### config.mk
export PLATFORM = sky130hd
export DESIGN_NAME = msrv32_lsu_ctrl_flat
export DESIGN_NICKNAME = d
export VERILOG_FILES = /design/src/rtl/msrv32_lsu_ctrl_if.sv /design/src/rtl/msrv32_lsu_ctrl.sv /design/src/flat_wrapper.sv
export SDC_FILE = /design/constraint.sdc
export NUM_CORES = 1
export LEC_CHECK = 0
export ABC_CLOCK_PERIOD_IN_PS = 2700
export CORE_MARGIN = 2
export CORE_UTILIZATION = 45
export CTS_BUF_LIST = sky130_fd_sc_hd__clkbuf_8
export CTS_CLUSTER_DIAMETER = 100
export DETAILED_ROUTE_END_ITERATION = 12
export GPL_ROUTABILITY_DRIVEN = 0
export HOLD_SLACK_MARGIN = 0.03
export PLACE_DENSITY = 0.84
export SYNTH_ARGS = -nofsm -noshare
export SYNTH_HDL_FRONTEND = slang
export SYNTH_SLANG_ARGS = --single-unit
### constraint.sdc
create_clock -name clk_in -period 2.7 [get_ports clk_in]
set_input_delay 0.675 -clock clk_in [delete_from_list [all_inputs] [get_ports clk_in]]
set_output_delay 0.675 -clock clk_in [all_outputs]
set_load 0.02 [all_outputs]
### src/rtl/msrv32_lsu_ctrl_if.sv
// Data-memory request/response bus between the msrv32 load/store unit (master) and the
// data memory (slave).
interface msrv32_lsu_ctrl_if;
    logic        dmem_req_out;
    logic        dmem_we_out;
    logic [31:0] dmem_addr_out;
    logic [31:0] dmem_wdata_out;
    logic [3:0]  dmem_wmask_out;
    logic [31:0] dmem_rdata_in;
    logic        dmem_ack_in;

    modport master (
        output dmem_req_out,
        output dmem_we_out,
        output dmem_addr_out,
        output dmem_wdata_out,
        output dmem_wmask_out,
        input  dmem_rdata_in,
        input  dmem_ack_in
    );

    modport slave (
        input  dmem_req_out,
        input  dmem_we_out,
        input  dmem_addr_out,
        input  dmem_wdata_out,
        input  dmem_wmask_out,
        output dmem_rdata_in,
        output dmem_ack_in
    );
endinterface

### src/rtl/msrv32_lsu_ctrl.sv
// msrv32 load/store control: one outstanding data-memory access with lane steering and timeout.
// Define MSRV32_LSU_MISALIGN_TRAP_EN to reject misaligned half/word accesses with a flag pulse.
module msrv32_lsu_ctrl #(
    parameter int unsigned TIMEOUT_CYCLES = 15
) (
    input  logic              clk_in,
    input  logic              reset_in,
    input  logic              ld_req_in,
    input  logic              st_req_in,
    input  logic [31:0]       addr_in,
    input  logic [1:0]        load_size_in,
    input  logic              load_unsigned_in,
    input  logic [31:0]       store_data_in,
    msrv32_lsu_ctrl_if.master dmem,
    output logic              lsu_stall_out,
    output logic [31:0]       ld_data_out,
    output logic              ld_valid_out,
    output logic              bus_err_out,
    output logic              misaligned_out
);
    localparam int unsigned     CntW    = $clog2(TIMEOUT_CYCLES + 1);
    localparam logic [CntW-1:0] CntLast = CntW'(TIMEOUT_CYCLES - 1);

    typedef enum logic {StIdle, StAccess} state_e;
    state_e state_q, state_d;

    logic [CntW-1:0] cnt_q;
    logic [31:0]     addr_q, wdata_q, ld_data_q;
    logic [3:0]      wmask_q;
    logic [1:0]      size_q, lane_q;
    logic            unsigned_q, we_q, ld_valid_q, bus_err_q;

    logic            any_req, misalign_hit, accept, ack, timeout;
    logic [3:0]      wmask_d;
    logic [31:0]     wdata_d, ld_result;
    logic [7:0]      byte_sel;
    logic [15:0]     half_sel;

    assign any_req = ld_req_in | st_req_in;

`ifdef MSRV32_LSU_MISALIGN_TRAP_EN
    assign misalign_hit = (load_size_in == 2'b01 && addr_in[0]) ||
                          (load_size_in[1] && addr_in[1:0] != 2'b00);
`else
    assign misalign_hit = 1'b0;
`endif

    assign accept  = (state_q == StIdle) && any_req && !misalign_hit;
    assign ack     = (state_q == StAccess) && dmem.dmem_ack_in;
    // Ack takes priority over an expiring counter in the same cycle.
    assign timeout = (state_q == StAccess) && !dmem.dmem_ack_in && (cnt_q == CntLast);

    always_ff @(posedge clk_in) begin
        if (!reset_in) begin
            state_q <= StIdle;
        end else begin
            state_q <= state_d;
        end
    end

    always_comb begin
        state_d = state_q;
        unique case (state_q)
            StIdle:   if (accept) state_d = StAccess;
            StAccess: if (ack || timeout) state_d = StIdle;
            default:  state_d = StIdle;
        endcase
    end

    always_comb begin
        lsu_stall_out = ((state_q == StIdle) && accept) ||
                        ((state_q == StAccess) && !dmem.dmem_ack_in);
    end

    // Store lane steering from the incoming request.
    always_comb begin
        wmask_d = 4'b0000;
        wdata_d = store_data_in;
        unique case (load_size_in)
            2'b00: begin
                wmask_d = 4'b0001 << addr_in[1:0];
                wdata_d = {4{store_data_in[7:0]}};
            end
            2'b01: begin
                wmask_d = 4'b0011 << {addr_in[1], 1'b0};
                wdata_d = {2{store_data_in[15:0]}};
            end
            default: begin
                wmask_d = 4'b1111;
                wdata_d = store_data_in;
            end
        endcase
        if (ld_req_in) begin
            wmask_d = 4'b0000;
        end
    end

    // Load lane extraction from the returned word.
    always_comb begin
        byte_sel = dmem.dmem_rdata_in[7:0];
        unique case (lane_q)
            2'b00: byte_sel = dmem.dmem_rdata_in[7:0];
            2'b01: byte_sel = dmem.dmem_rdata_in[15:8];
            2'b10: byte_sel = dmem.dmem_rdata_in[23:16];
            2'b11: byte_sel = dmem.dmem_rdata_in[31:24];
            default: byte_sel = dmem.dmem_rdata_in[7:0];
        endcase
        half_sel = lane_q[1] ? dmem.dmem_rdata_in[31:16] : dmem.dmem_rdata_in[15:0];
        unique case (size_q)
            2'b00:   ld_result = {{24{byte_sel[7] & ~unsigned_q}}, byte_sel};
            2'b01:   ld_result = {{16{half_sel[15] & ~unsigned_q}}, half_sel};
            default: ld_result = dmem.dmem_rdata_in;
        endcase
    end

    always_ff @(posedge clk_in) begin
        if (!reset_in) begin
            cnt_q      <= '0;
            addr_q     <= '0;
            wdata_q    <= '0;
            wmask_q    <= '0;
            we_q       <= 1'b0;
            size_q     <= '0;
            lane_q     <= '0;
            unsigned_q <= 1'b0;
            ld_data_q  <= '0;
            ld_valid_q <= 1'b0;
            bus_err_q  <= 1'b0;
        end else begin
            if (accept) begin
                cnt_q      <= '0;
                addr_q     <= {addr_in[31:2], 2'b00};
                wdata_q    <= wdata_d;
                wmask_q    <= wmask_d;
                we_q       <= ~ld_req_in;
                size_q     <= load_size_in;
                lane_q     <= addr_in[1:0];
                unsigned_q <= load_unsigned_in;
            end else if ((state_q == StAccess) && !dmem.dmem_ack_in) begin
                cnt_q <= cnt_q + CntW'(1);
            end
            ld_valid_q <= ack && !we_q;
            if (ack && !we_q) begin
                ld_data_q <= ld_result;
            end
            bus_err_q <= timeout;
        end
    end

`ifdef MSRV32_LSU_MISALIGN_TRAP_EN
    logic misaligned_q;
    always_ff @(posedge clk_in) begin
        if (!reset_in) begin
            misaligned_q <= 1'b0;
        end else begin
            misaligned_q <= (state_q == StIdle) && any_req && misalign_hit;
        end
    end
    assign misaligned_out = misaligned_q;
`else
    assign misaligned_out = 1'b0;
`endif

    assign dmem.dmem_req_out   = (state_q == StAccess);
    assign dmem.dmem_we_out    = we_q;
    assign dmem.dmem_addr_out  = addr_q;
    assign dmem.dmem_wdata_out = wdata_q;
    assign dmem.dmem_wmask_out = wmask_q;
    assign ld_data_out         = ld_data_q;
    assign ld_valid_out        = ld_valid_q;
    assign bus_err_out         = bus_err_q;
endmodule

### src/flat_wrapper.sv
// flat-port wrapper written by rule: the top's interface ports become plain ports
module msrv32_lsu_ctrl_flat 
#(
    parameter int unsigned TIMEOUT_CYCLES = 15
)
  (clk_in, reset_in, ld_req_in, st_req_in, addr_in, load_size_in, load_unsigned_in, store_data_in, lsu_stall_out, ld_data_out, ld_valid_out, bus_err_out, misaligned_out, dmem_dmem_req_out, dmem_dmem_we_out, dmem_dmem_addr_out, dmem_dmem_wdata_out, dmem_dmem_wmask_out, dmem_dmem_rdata_in, dmem_dmem_ack_in);
  msrv32_lsu_ctrl_if dmem_i ();
  input  logic clk_in;
  input  logic reset_in;
  input  logic ld_req_in;
  input  logic st_req_in;
  input  logic [31:0] addr_in;
  input  logic [1:0] load_size_in;
  input  logic load_unsigned_in;
  input  logic [31:0] store_data_in;
  output logic lsu_stall_out;
  output logic [31:0] ld_data_out;
  output logic ld_valid_out;
  output logic bus_err_out;
  output logic misaligned_out;
  output wire logic [$bits(dmem_i.dmem_req_out)-1:0] dmem_dmem_req_out;
  output wire logic [$bits(dmem_i.dmem_we_out)-1:0] dmem_dmem_we_out;
  output wire logic [$bits(dmem_i.dmem_addr_out)-1:0] dmem_dmem_addr_out;
  output wire logic [$bits(dmem_i.dmem_wdata_out)-1:0] dmem_dmem_wdata_out;
  output wire logic [$bits(dmem_i.dmem_wmask_out)-1:0] dmem_dmem_wmask_out;
  input wire logic [$bits(dmem_i.dmem_rdata_in)-1:0] dmem_dmem_rdata_in;
  input wire logic [$bits(dmem_i.dmem_ack_in)-1:0] dmem_dmem_ack_in;
  assign dmem_dmem_req_out = dmem_i.dmem_req_out;
  assign dmem_dmem_we_out = dmem_i.dmem_we_out;
  assign dmem_dmem_addr_out = dmem_i.dmem_addr_out;
  assign dmem_dmem_wdata_out = dmem_i.dmem_wdata_out;
  assign dmem_dmem_wmask_out = dmem_i.dmem_wmask_out;
  assign dmem_i.dmem_rdata_in = dmem_dmem_rdata_in;
  assign dmem_i.dmem_ack_in = dmem_dmem_ack_in;
  msrv32_lsu_ctrl #(.TIMEOUT_CYCLES(TIMEOUT_CYCLES)) u_core (.clk_in(clk_in), .reset_in(reset_in), .ld_req_in(ld_req_in), .st_req_in(st_req_in), .addr_in(addr_in), .load_size_in(load_size_in), .load_unsigned_in(load_unsigned_in), .store_data_in(store_data_in), .dmem(dmem_i), .lsu_stall_out(lsu_stall_out), .ld_data_out(ld_data_out), .ld_valid_out(ld_valid_out), .bus_err_out(bus_err_out), .misaligned_out(misaligned_out));
endmodule
==> results of run 1 <==
[layout make-up]
| class | instances | area (um^2) | share of cell area, % |
|---|---|---|---|
| Tap cell | 140 | 175 | 2.40 |
| Inverter | 8 | 30.0 | 0.411 |
| Sequential cell | 111 | 2220 | 30.4 |
| Timing Repair Buffer | 223 | 2180 | 29.9 |
| Clock inverter | 6 | 51.3 | 0.703 |
| Multi-Input combinational cell | 425 | 2500 | 34.3 |
| Clock buffer | 10 | 138 | 1.88 |
[flip-flops by register name, summed over array words and instances, names as in the netlist]
name                        flops
u_core.unsigned_q               1
u_core.dmem.dmem_wmask_out      4
u_core.size_q                   2
u_core.lane_q                   2
u_core.dmem.dmem_wdata_out     32
u_core.dmem.dmem_req_out        1
u_core.dmem.dmem_we_out         1
u_core.bus_err_out              1
u_core.dmem.dmem_addr_out      30
u_core.ld_data_out             32
u_core.ld_valid_out             1
u_core.cnt_q                    4
[metal layers]
metal / up-vias / global-route usage, % / part of all wire, %
li1: 2402 / - / -
met1: 2253 / 29.2 / 40
met2: 188 / 40.9 / 48
met3: 45 / 5.98 / 7.3
met4: 0 / 13.6 / 4.1
met5: - / 0 / 0
[stage by stage]
stage | total power, mW | hold WS [ns] | cell area, um^2 | worst slack, ns
2_1_floorplan | 2.38 | 0.461 | 4960 | 0.651
3_3_place_gp | 2.86 | 0.449 | 7110 | -0.141
3_5_place_dp | 2.89 | 0.456 | 7110 | -0.170
4_1_cts | 3.84 | 0.472 | 7300 | 0.0468
5_1_grt | 4.00 | 0.491 | 7300 | 0.0262
6_report | 3.82 | 0.467 | 7300 | 0.0711
[how the worst max path moves through the flow]
stage                          to  slack [ns]  depth (start not counted)
detailed placement  lsu_stall_out       -0.17                          5
CTS                 lsu_stall_out        0.05                          5
global placement    lsu_stall_out       -0.14                          5
floorplan           lsu_stall_out        0.65                          4
global route        lsu_stall_out        0.03                          5
finish              lsu_stall_out        0.07                          5
[logic make-up after synthesis]
kind of cell	count (synthesis)	synth area share, %
other	1	0.0756
flip-flops	111	44.8
AND/OR/NAND/NOR	207	18.0
XOR/XNOR	3	0.530
buffers and inverters	60	5.33
AO/OA/AOI/OAI	192	26.7
multiplexers	18	3.96
adder cells (fa/ha/maj)	2	0.505
[layout by cell type, fill, tap and decap left out, drive strengths merged, types with 2 or more instances in the layout]
master and n:
a21boi 55, a21oi 32, a221oi 8, a222oi 7, buf 18, clkbuf 10, clkdlybuf4s50 204, clkinv 2
conb 3, dfxtp 111, ha 2, inv 11, mux2i 17, nand2 159, nand2b 4, nand3 9
nand3b 8, nor2 14, nor2b 6, o211a 16, o21ai 65, o21bai 2, xor2 2
[worst min-delay path: stages, from the launching register on]
cell and delay, ns:
dfxtp_1 0.32, nand2_1 0.05, a21boi_0 0.06
[power breakdown]
| group | switching, mW | internal [mW] | total, mW |
|---|---|---|---|
| clock network | 0.592 | 0.375 | 0.967 |
| registers | 0.0730 | 1.76 | 1.83 |
| logic | 0.522 | 0.496 | 1.02 |
[what timing repair did]
item / in CTS / in global routing
gates resized for setup: 1 / 1
gates cloned: 0 / 0
endpoints found under the setup margin: 1 / 1
==> flow_summary.json, run 1 <==
{
  "status": "finished clean",
  "synth_top_area_share_pct": 44.8,
  "rows": 38,
  "drt_wl_total_mm": 14.6,
  "slowest_delay_ns": 0.44,
  "vias_per_cell": 5.30,
  "cts_buffer_depth": 2,
  "core-area_mm2": 0.0108,
  "arrival_ns": 1.95,
  "grt_max_degree": 84,
  "min_from": "u_core.dmem.dmem_wdata_out[31]$_SDFFE_PN0P_",
  "grt_usage_pct": 24.6,
  "yosysSeqAreaShare_pct": 44.8,
  "h-tree-depth": 3,
  "synth.distinct_cells": 42,
  "skew_ns": 0.00691,
  "hp-class": "register to register",
  "synth-seq-cells": 111,
  "dr.pass1.iters": 5,
  "cts_buffers": 9,
  "r2r_start": "u_core.size_q[0]$_SDFFE_PN0P_",
  "die_area_mm2": 0.0119,
  "final_nets": 884,
  "min_to": "u_core.dmem.dmem_wdata_out[31]$_SDFFE_PN0P_",
  "drive_above_1_share_pct": 6.77,
  "ant_nets": 0,
  "end_kind": "output port",
  "grt_pass1_wl_mm": 22.8,
  "synth_common_cells": "159 x nand2_1, 111 x dfxtp_1, 65 x o21ai_0",
  "min_path_cells": 2,
  "rsz0062_at_grt": "no",
  "die_w_um": 109,
  "clk_root_buffer_cell": "clkbuf_8",
  "r2r_slack_ns": 0.87,
  "dp.final_hpwl_mm": 10.8,
  "path_delay_family": "buffers and inverters",
  "initial_utilization_pct": 45.9,
  "fin_crit_sh_pct": 97.4,
  "critPathRequiredTime_ns": 2.03,
  "final_cells": 923,
  "crit_type": "input port to output port",
  "r2r-end": "u_core.ld_data_out[4]$_SDFFE_PN0P_",
  "vdd_drop_max_v": 0.000265,
  "crit_buf_inv": 2,
  "p_per_area_mw_per_mm2": 523,
  "maxCapViolCount": 0,
  "fin_util_pct": 67.7,
  "ios": 210,
  "syn-cell-area_mm2": 0.00496,
  "cts_tree": "done",
  "crit_start": "ld_req_in",
  "crit_path_top_delay_cell": "clkdlybuf4s50_1",
  "syn2layout_area_growth_pct": 47.3,
  "async_flop_share_pct": 0,
  "drc": 0,
  "cts.sinks": 111,
  "rr_worst_depth": 4,
  "fin_crit_ns": 2.63,
  "ys_warn_count": 0,
  "clock_latency_ns": 0.37,
  "slew_headroom_pct": 46.9,
  "start_kind": "input port",
  "ys_top_cells_by_area": "dfxtp_1 45%, nand2_1 12%, a21boi_0 8.3%",
  "antenna_cells": 0,
  "netlist.top_cell.by_area": "dfxtp_1",
  "die_h_um": 109,
  "slew_viol_final": 0,
  "cts_setup_buffers": 0,
  "hold_viol_final": 0,
  "post-place-cells": 907,
  "setup_violations": 0,
  "post-synth-top-count-cell": "nand2_1",
  "drt_iter0_markers": 364,
  "fillers": 859,
  "cts.clk_slew.worst_paths_ns": 0.10,
  "leakage_nw": 2.88,
  "synth_edf_count": 0,
  "tightest_slew_ns": 0.796,
  "synth_cells": 594,
  "cts_hold_buf": 0,
  "first_global_vias": 4778,
  "worstPathCellList": "clkdlybuf4s50_1, nor2_2, nor2_4, or2_2, dlygate4sd2_1",
  "finalSetupTns_ns": 0,
  "crit_path_max_fanout": 2,
  "wl_per_cell_um": 15.8,
  "grt-ovfl-total": 0,
  "grt_antenna_before_repair": 0,
  "synthFlopType": "dfxtp_1",
  "port_buffers": 206,
  "num_vias": 4888,
  "fmax_mhz": 380,
  "synth_area_per_cell_um2": 8.35
}
(Power assumes the default switching activity.)
==> run 2, diff against run 1 <==
--- a/config.mk
+++ b/config.mk
@@ -5,7 +5,7 @@
 export SDC_FILE = /design/constraint.sdc
 export NUM_CORES = 1
 export LEC_CHECK = 0
-export ABC_CLOCK_PERIOD_IN_PS = 2700
+export ABC_CLOCK_PERIOD_IN_PS = 3400
 export CORE_MARGIN = 2
 export CORE_UTILIZATION = 45
 export CTS_BUF_LIST = sky130_fd_sc_hd__clkbuf_8
==> constraint.sdc (replaced) <==
create_clock -name clk_in -period 3.4 [get_ports clk_in]
set_input_delay 0.85 -clock clk_in [delete_from_list [all_inputs] [get_ports clk_in]]
set_output_delay 0.85 -clock clk_in [all_outputs]
set_load 0.02 [all_outputs]
==> run 2 against run 1 <==
Compared with the run above: first-iteration DRC count is 12% lower; power is 20% lower; worst setup slack better by 0.065 ns; via count is 1.2% higher; largest cell class unchanged.
==> flow_summary.json, run 2 (synthesis gave the netlist of run 1 again) <==
{
  "status": "finished clean",
  "syn2layout_area_growth_pct": 46.5,
  "post-place-cells": 902,
  "fin_util_pct": 67.3,
  "initial_utilization_pct": 45.9,
  "slew_viol_final": 0,
  "register_area_mm2": 0.00222,
  "tightest_slew_ns": 0.912,
  "die_w_um": 109,
  "rows": 38,
  "die_h_um": 109,
  "hp-class": "register to register",
  "cts_setup_buffers": 0,
  "drc": 0,
  "leakage_nw": 2.85,
  "grt_antenna_before_repair": 0,
  "grt_max_degree": 84,
  "fillers": 917,
  "final_common_cell": "clkdlybuf4s50_1",
  "maxCapViolCount": 0,
  "multi_input_area_mm2": 0.00250,
  "port_buffers": 206,
  "vias_per_cell": 5.39,
  "num_vias": 4946,
  "start_kind": "input port",
  "power.total_mw": 3.04,
  "ios": 210,
  "grt-ovfl-total": 0,
  "dp.final_hpwl_mm": 11.1,
  "final_cells": 918,
  "antenna_cells": 0,
  "setup_violations": 0,
  "end_kind": "output port",
  "fin_crit_ns": 3.26,
  "cts_buffers": 9,
  "cts_resized": 0,
  "drt_wl_total_mm": 15.2,
  "finalSetupTns_ns": 0,
  "wl_per_cell_um": 16.6,
  "grt_usage_pct": 25.2,
  "first_global_vias": 4857,
  "ant_nets": 0,
  "grt_pass1_wl_mm": 23.2,
  "clock_latency_ns": 0.37,
  "cts_hold_buf": 0,
  "clk_root_buffer_cell": "clkbuf_8",
  "final_nets": 879,
  "vdd_drop_max_v": 0.000244,
  "drt_iter0_markers": 320,
  "core-area_mm2": 0.0108,
  "layout_common_cells": "205 x clkdlybuf4s50_1, 159 x nand2_1, 111 x dfxtp_1, 65 x o21ai_0, 55 x a21boi_0",
  "crit_type": "input port to output port",
  "arrival_ns": 2.41,
  "cts.sinks": 111,
  "hold_viol_final": 0,
  "place_area_mm2": 0.00707,
  "skew_ns": 0.00777,
  "fin_crit_sh_pct": 96.0,
  "crit_path_max_fanout": 2,
  "critPathRequiredTime_ns": 2.55,
  "dr.pass1.iters": 5,
  "slew_headroom_pct": 39.1,
  "die_area_mm2": 0.0119,
  "drive_above_1_share_pct": 6.04,
  "design_area_mm2": 0.00726,
  "p_per_area_mw_per_mm2": 418,
  "fmax_mhz": 306,
  "h-tree-depth": 3,
  "rsz0062_at_grt": "no",
  "cts_tree": "done",
  "cts.clk_slew.worst_paths_ns": 0.10,
  "cts_buffer_depth": 2
}
[run 2: critical path: stages]
cell and delay, ns:
clkdlybuf4s50_1 0.46, nor2_1 0.22, nor2_4 0.05, or2_2 0.29, clkdlybuf4s50_1 0.54
[run 2: power by group]
group | switching, mW | internal (mW)
registers | 0.0623 | 1.40
logic | 0.417 | 0.391
clock network | 0.455 | 0.313
[run 2: through the flow]
step,setup slack (ns),hold slack (ns)
after floorplan,1.00,0.461
after global placement,0.176,0.450
after detailed placement,0.144,0.457
after CTS,0.145,0.471
after global routing,0.0921,0.489
final,0.136,0.468
[run 2: final timing paths]
| check | startpoint | to | slack, ns | cells after the start |
|---|---|---|---|---|
| hold / removal | u_core.dmem.dmem_wdata_out[30]$_SDFFE_PN0P_ | u_core.dmem.dmem_wdata_out[30]$_SDFFE_PN0P_ | 0.47 | 2 |
| setup / recovery | st_req_in | lsu_stall_out | 0.14 | 5 |
| setup reg to reg | u_core.size_q[1]$_SDFFE_PN0P_ | u_core.ld_data_out[4]$_SDFFE_PN0P_ | 1.35 | 3 |
| hold reg to reg | u_core.dmem.dmem_wdata_out[30]$_SDFFE_PN0P_ | u_core.dmem.dmem_wdata_out[30]$_SDFFE_PN0P_ | 0.47 | 2 |
[run 2: cell type report]
cell class | count | area share, %
clock inverters | 5 | 0.534
multi-input cells | 425 | 34.4
well taps | 140 | 2.41
repair buffers | 218 | 29.6
clock buffers | 11 | 2.08
inverters | 8 | 0.413
flip-flops and latches | 111 | 30.6
[run 2: routing by layer]
| metal | track usage (%) | part of all wire [%] | up-vias |
|---|---|---|---|
| met1 | 28.1 | 39 | 2316 |
| li1 | - | - | 2397 |
| met2 | 44.6 | 50 | 200 |
| met5 | 0 | 0 | - |
| met3 | 6.69 | 7.5 | 33 |
| met4 | 11.3 | 3.3 | 0 |
